**src/rtl/check_greater_pkg.sv**
```systemverilog
// -----------------------------------------------------------------------------
// check_greater_pkg
// Shared ALU compare definitions: default operand width, the compare-mode
// enum that the signed_mode pin maps onto, and the helper functions that
// compute the shape of the (gt, eq) reduction tree.
// -----------------------------------------------------------------------------
package check_greater_pkg;

  localparam int CMP_W = 8;

  typedef enum logic {
    CMP_UNSIGNED = 1'b0,
    CMP_SIGNED   = 1'b1
  } cmp_mode_e;

  // Number of (gt, eq) nodes at tree level lvl for a given operand width.
  // Level 0 holds one leaf per bit; each level halves the count, rounding
  // up so that an odd node is carried forward unchanged.
  function automatic int tree_cnt(input int width, input int lvl);
    return (width + (1 << lvl) - 1) >> lvl;
  endfunction

  // Offset of tree level lvl inside the flat node vector (sum of all the
  // levels below it). tree_off(width, last_level + 1) is the node total.
  function automatic int tree_off(input int width, input int lvl);
    int s;
    s = 0;
    for (int k = 0; k < lvl; k++) begin
      s += tree_cnt(width, k);
    end
    return s;
  endfunction

endpackage

```
**src/rtl/check_greater_merge.sv**
```systemverilog
// -----------------------------------------------------------------------------
// cmp_merge
// Two-input merge cell of the magnitude compare tree. Combines the result of
// a more-significant group (hi) with a less-significant group (lo):
//   gt = gt_hi | (eq_hi & gt_lo)
//   eq = eq_hi & eq_lo
// Ports:
//   i_gt_hi, i_eq_hi : result of the more-significant group
//   i_gt_lo, i_eq_lo : result of the less-significant group
//   o_gt, o_eq       : merged result
// -----------------------------------------------------------------------------
module cmp_merge (
  input  logic i_gt_hi,
  input  logic i_eq_hi,
  input  logic i_gt_lo,
  input  logic i_eq_lo,
  output logic o_gt,
  output logic o_eq
);

  assign o_gt = i_gt_hi | (i_eq_hi & i_gt_lo);
  assign o_eq = i_eq_hi & i_eq_lo;

endmodule

```
**src/rtl/check_greater.sv**
```systemverilog
// -----------------------------------------------------------------------------
// check_greater
// Magnitude comparator for the ALU datapath. g is the combinational a > b
// result feeding the flag logic; g_q/eq_q/lt_q are registered copies for the
// pipelined flag register, qualified by out_valid.
// Ports:
//   clk         : system clock, registered outputs update on rising edge
//   rst_n       : asynchronous active-low reset
//   a, b        : operands, WIDTH bits
//   signed_mode : 0 = unsigned compare, 1 = two's-complement compare
//   in_valid    : qualifies a/b/signed_mode for the registered path
//   g           : combinational a > b
//   g_q/eq_q/lt_q : registered a > b / a == b / a < b
//   out_valid   : in_valid delayed by one cycle
//
// Valid semantics: there is no ready/backpressure. Every cycle in which
// in_valid is high is one transaction; its result is captured on that rising
// edge and presented with out_valid high for exactly the following cycle.
// When in_valid is low the result registers keep their last value.
// -----------------------------------------------------------------------------
module check_greater
  import check_greater_pkg::*;
#(
  parameter int WIDTH = CMP_W
) (
  input  logic             clk,
  input  logic             rst_n,
  input  logic [WIDTH-1:0] a,
  input  logic [WIDTH-1:0] b,
  input  logic             signed_mode,
  input  logic             in_valid,
  output logic             g,
  output logic             g_q,
  output logic             eq_q,
  output logic             lt_q,
  output logic             out_valid
);

  localparam int N_LVL  = $clog2(WIDTH);
  localparam int N_NODE = tree_off(WIDTH, N_LVL + 1);
  localparam int ROOT   = tree_off(WIDTH, N_LVL);

  cmp_mode_e        w_mode;
  logic [WIDTH-1:0] w_a;
  logic [WIDTH-1:0] w_b;
  logic [N_NODE-1:0] w_gt_n;
  logic [N_NODE-1:0] w_eq_n;
  logic             w_gt;
  logic             w_eq;
  logic             w_lt;

  logic r_g;
  logic r_eq;
  logic r_lt;
  logic r_valid;

  assign w_mode = cmp_mode_e'(signed_mode);

  // Inverting both sign bits maps two's-complement order onto unsigned
  // order (-2^(W-1) becomes 0, 2^(W-1)-1 becomes all ones), so one
  // unsigned tree serves both modes.
  assign w_a = {a[WIDTH-1] ^ (w_mode == CMP_SIGNED), a[WIDTH-2:0]};
  assign w_b = {b[WIDTH-1] ^ (w_mode == CMP_SIGNED), b[WIDTH-2:0]};

  // Leaves: node i at level 0 is bit i, so higher node index = more
  // significant at every level.
  for (genvar i = 0; i < WIDTH; i++) begin : g_leaf
    assign w_gt_n[i] = w_a[i] & ~w_b[i];
    assign w_eq_n[i] = ~(w_a[i] ^ w_b[i]);
  end

  // Reduction tree stored level by level in one flat vector. Pairs are
  // (2j+1 = hi, 2j = lo); a leftover top node is the most significant one
  // and moves up unchanged, which keeps the ordering intact.
  for (genvar l = 0; l < N_LVL; l++) begin : g_lvl
    localparam int CNT = tree_cnt(WIDTH, l);
    localparam int SRC = tree_off(WIDTH, l);
    localparam int DST = tree_off(WIDTH, l + 1);
    for (genvar j = 0; j < (CNT + 1) / 2; j++) begin : g_node
      if (2 * j + 1 < CNT) begin : g_merge
        cmp_merge u_merge (
          .i_gt_hi (w_gt_n[SRC + 2*j + 1]),
          .i_eq_hi (w_eq_n[SRC + 2*j + 1]),
          .i_gt_lo (w_gt_n[SRC + 2*j]),
          .i_eq_lo (w_eq_n[SRC + 2*j]),
          .o_gt    (w_gt_n[DST + j]),
          .o_eq    (w_eq_n[DST + j])
        );
      end else begin : g_pass
        assign w_gt_n[DST + j] = w_gt_n[SRC + 2*j];
        assign w_eq_n[DST + j] = w_eq_n[SRC + 2*j];
      end
    end
  end

  assign w_gt = w_gt_n[ROOT];
  assign w_eq = w_eq_n[ROOT];
  assign w_lt = ~w_gt & ~w_eq;

  assign g = w_gt;

  // eq resets to 1: an empty comparison reads as "equal".
  always_ff @(posedge clk or negedge rst_n) begin
    if (!rst_n) begin
      r_g     <= 1'b0;
      r_eq    <= 1'b1;
      r_lt    <= 1'b0;
      r_valid <= 1'b0;
    end else begin
      r_valid <= in_valid;
      if (in_valid) begin
        r_g  <= w_gt;
        r_eq <= w_eq;
        r_lt <= w_lt;
      end
    end
  end

  assign g_q       = r_g;
  assign eq_q      = r_eq;
  assign lt_q      = r_lt;
  assign out_valid = r_valid;

endmodule

```
**config.mk**
```make
export PLATFORM = sky130hd
export DESIGN_NAME = check_greater
export DESIGN_NICKNAME = d
export VERILOG_FILES = /design/src/rtl/check_greater_pkg.sv /design/src/rtl/check_greater_merge.sv /design/src/rtl/check_greater.sv
export SDC_FILE = /design/constraint.sdc
export NUM_CORES = 1
export LEC_CHECK = 0
export BUFFER_PORTS_ARGS = -buffer_cell sky130_fd_sc_hd__buf_2
export CORE_AREA = 3 3 40 42
export CTS_CLUSTER_SIZE = 25
export DETAILED_ROUTE_END_ITERATION = 12
export DIE_AREA = 0 0 43 45
export SLEW_MARGIN = 20
export SYNTH_ARGS = -nofsm -noshare
export SYNTH_HDL_FRONTEND = slang
export SYNTH_HIERARCHICAL = 1
export SYNTH_SLANG_ARGS = --single-unit
```
**constraint.sdc**
```tcl
create_clock -name clk -period 2.67 [get_ports clk]
set_input_delay 0.267 -clock clk [delete_from_list [all_inputs] [get_ports clk]]
set_output_delay 0.267 -clock clk [all_outputs]
set_load 0.03 [all_outputs]
```
==> impl_metrics.sql <==
INSERT INTO impl_metrics (metric_group, metric, value, unit) VALUES
('status', 'run_status', 'complete, no violations', ''),
('timing', 'post-route-period-util', '0.683', ''),
('finish', 'area_delta_synth_final', '45.2', '%'),
('floorplan', 'fp.coreArea', '1280', 'sq um'),
('floorplan', 'ioPinCount', '25', ''),
('timing', 'finalSetupViolations', '0', ''),
('synth', 'synthesis.area', '388', 'sq um'),
('clocking', 'htree_num_levels', '1', ''),
('detailed_routing', 'detail-route-antenna-nets', '0', ''),
('worst_hold_path', 'hold_sp', 'in_valid', ''),
('grt', 'overflow', '0', ''),
('power', 'total_leakage_power', '0.364', 'nW'),
('detailed_routing', 'routed-via-count', '339', ''),
('synth', 'synth_seq_area_share', '0.261', ''),
('floorplan', 'dieHeight', '45', 'microns'),
('synth', 'synth_cell_types', '10', ''),
('placement', 'post-place-cells', '78', ''),
('clocking', 'cts.sinks', '4', ''),
('synth', 'synthesized_instance_count', '39', ''),
('worst_setup_path', 'r2r-start', 'g_q', ''),
('timing', 'relSlewSlack', '0.891', ''),
('worst_setup_path', 'crit_chain', 'buf_2 -> xor2_1 -> ha_1 -> and2_2 -> and2_2 -> a21o_1 -> buf_2', ''),
('timing', 'report.final.hold_viol_count', '0', ''),
('floorplan', 'die_width', '43', 'microns'),
('placement', 'post-dp-hpwl', '642', 'microns'),
('placement', 'io_buffer_count', '24', ''),
('floorplan', 'floorplan.die_area', '1940', 'sq um'),
('worst_setup_path', 'timing.setup.critical_path_class', 'in2out', ''),
('timing', 'fmax', '549', 'MHz'),
('finish', 'layoutNonFillerInstCount', '83', ''),
('worst_setup_path', 'kind_of_capture_point_of_the_worst_setup_path', 'output port', ''),
('floorplan', 'initial_utilization', '0.302', ''),
('detailed_routing', 'routed.top_layer', 'met3', ''),
('worst_setup_path', 'regToRegEndpoint', 'g_q', ''),
('worst_hold_path', 'min_delay_worst_endpoint', 'out_valid', ''),
('detailed_routing', 'drt_iter0_markers', '0', ''),
('detailed_routing', 'met2_wirelength', '345', 'microns'),
('synth', 'syn_avg_cell_area', '9.95', 'sq um'),
('worst_hold_path', 'hold_class', 'in2reg', ''),
('worst_setup_path', 'cpLargestDelayFamily', 'simple AND/OR/NAND/NOR gates', ''),
('synth', 'synthesized_net_count', '67', ''),
('worst_setup_path', 'timing.reg2reg.worst_path_depth', '1', ''),
('run', 'timing.max_cap.violations', '0', ''),
('detailed_routing', 'met1Wirelength', '324', 'microns'),
('placement', 'preCtsSetupSlack', '0.855', 'ns'),
('clocking', 'cts.reportedPaths.clkPinSlew', '0.04', 'ns'),
('grt', 'initial_antenna_violation_count', '0', ''),
('clocking', 'cts_root_buffer', 'clkbuf_4', ''),
('power', 'vdd_ir_drop_max', '0.287', 'mV'),
('finish', 'diodes', '0', ''),
('worst_hold_path', 'min_delay_path_depth', '1', ''),
('detailed_routing', 'detail_route.vias_per_cell', '4.08', ''),
('synth', 'synth_seq_cells', '4', ''),
('timing', 'timing.final.crit_period', '1.82', 'ns'),
('timing', 'maxSlewViolCount', '0', ''),
('clocking', 'tritoncts', 'built', ''),
('clocking', 'tritoncts.num_buffers', '3', ''),
('power', 'powerDensity', '457', 'nW/um^2'),
('worst_setup_path', 'crit_path_max_fanout', '3', ''),
('finish', 'layout.nets', '97', ''),
('synth', 'synth_area_leader_cell', 'ha_1', ''),
('timing', 'final_worst_slack', '0.848', 'ns'),
('worst_setup_path', 'timing.critical_path.arrival', '1.56', 'ns'),
('worst_setup_path', 'r2r_slack', '1.93', 'ns'),
('clocking', 'cts_repair_resize_count', '0', ''),
('detailed_routing', 'wirelength', '773', 'microns'),
('synth', 'warnings_from_yosys', '6', ''),
('grt', 'grt_first_pass_wirelength', '1350', 'microns'),
('grt', 'grt.total_usage', '0.0983', ''),
('timing', 'max_slew.worst_pin.slew', '0.164', 'ns'),
('grt', 'grt_max_degree', '5', '');
## per-stage QoR
step	utilization	hold slack, ns	area, sq um	power (mW)
2_1_floorplan	-	-0.0286	388	0.139
3_3_place_gp	0.410	0.0750	527	0.172
3_5_place_dp	0.410	0.0750	527	0.173
4_1_cts	0.438	0.182	563	0.262
5_1_grt	0.438	0.178	563	0.282
6_report	0.438	0.186	563	0.257
## metal layers
metal | up-vias | track usage
met1 | 137 | 0.121
met3 | 0 | 0.0757
met2 | 16 | 0.129
met5 | - | 0
li1 | 186 | -
met4 | 0 | 0.0361
## cells in the mapped netlist
library cell,instances
inv_1,7
xor2_1,1
nor2_1,1
dfstp_2,1
and2_2,7
dfrtp_1,3
mux2_2,3
xnor2_1,1
ha_1,8
a21o_1,7
## logic make-up (layout without fill, tap and decap cells)
family | count (synthesis) | count (layout) | share of synthesized area
xor+xnor | 2 | 2 | 0.0452
compound gates | 7 | 7 | 0.135
flops | 4 | 4 | 0.261
fa+ha+maj | 8 | 8 | 0.258
buf+inv | 7 | 36 | 0.0678
simple gates | 8 | 8 | 0.145
mux | 3 | 3 | 0.0871
## repair_timing
action / CTS / global route
hold endpoints to repair: 3 / 0
hold buffers: 1 / 0
buffers inserted: 0 / 0
## worst max path at each step
stage / from / end / slack, ns / cells after the start
after global routing: signed_mode / g / 0.80 / 7
after CTS: signed_mode / g / 0.85 / 7
after floorplan: signed_mode / g_q / 0.93 / 6
after global placement: signed_mode / g / 0.86 / 7
after detailed placement: signed_mode / g / 0.85 / 7
final: signed_mode / g / 0.85 / 7
## power breakdown
part	internal, mW	switching [mW]	total (mW)
registers	0.0693	0.00290	0.0722
logic	0.0471	0.0530	0.100
clock network	0.0563	0.0283	0.0846
total	0.173	0.0843	0.257
## cell type report
cell class,count,area (sq um)
multi-input combinational,28,260
tap,15,18.8
timing repair buffer,25,130
sequential,4,101
clock buffer,4,26.3
fill,132,722
inverter,7,26.3
## layout by cell type, fill, tap and decap left out
cell           count
a21o_1             7
and2_2             7
buf_2             24
clkbuf_1           1
clkbuf_4           3
dfrtp_1            3
dfstp_2            1
dlygate4sd3_1      1
ha_1               8
inv_1              7
mux2_2             3
nor2_1             1
xnor2_1            1
xor2_1             1
## registers in the layout, summed over array words and instances, names as in the netlist
| signal | flops |
|---|---|
| eq_q | 1 |
| out_valid | 1 |
| g_q | 1 |
| lt_q | 1 |
(Power assumes the default switching activity.)
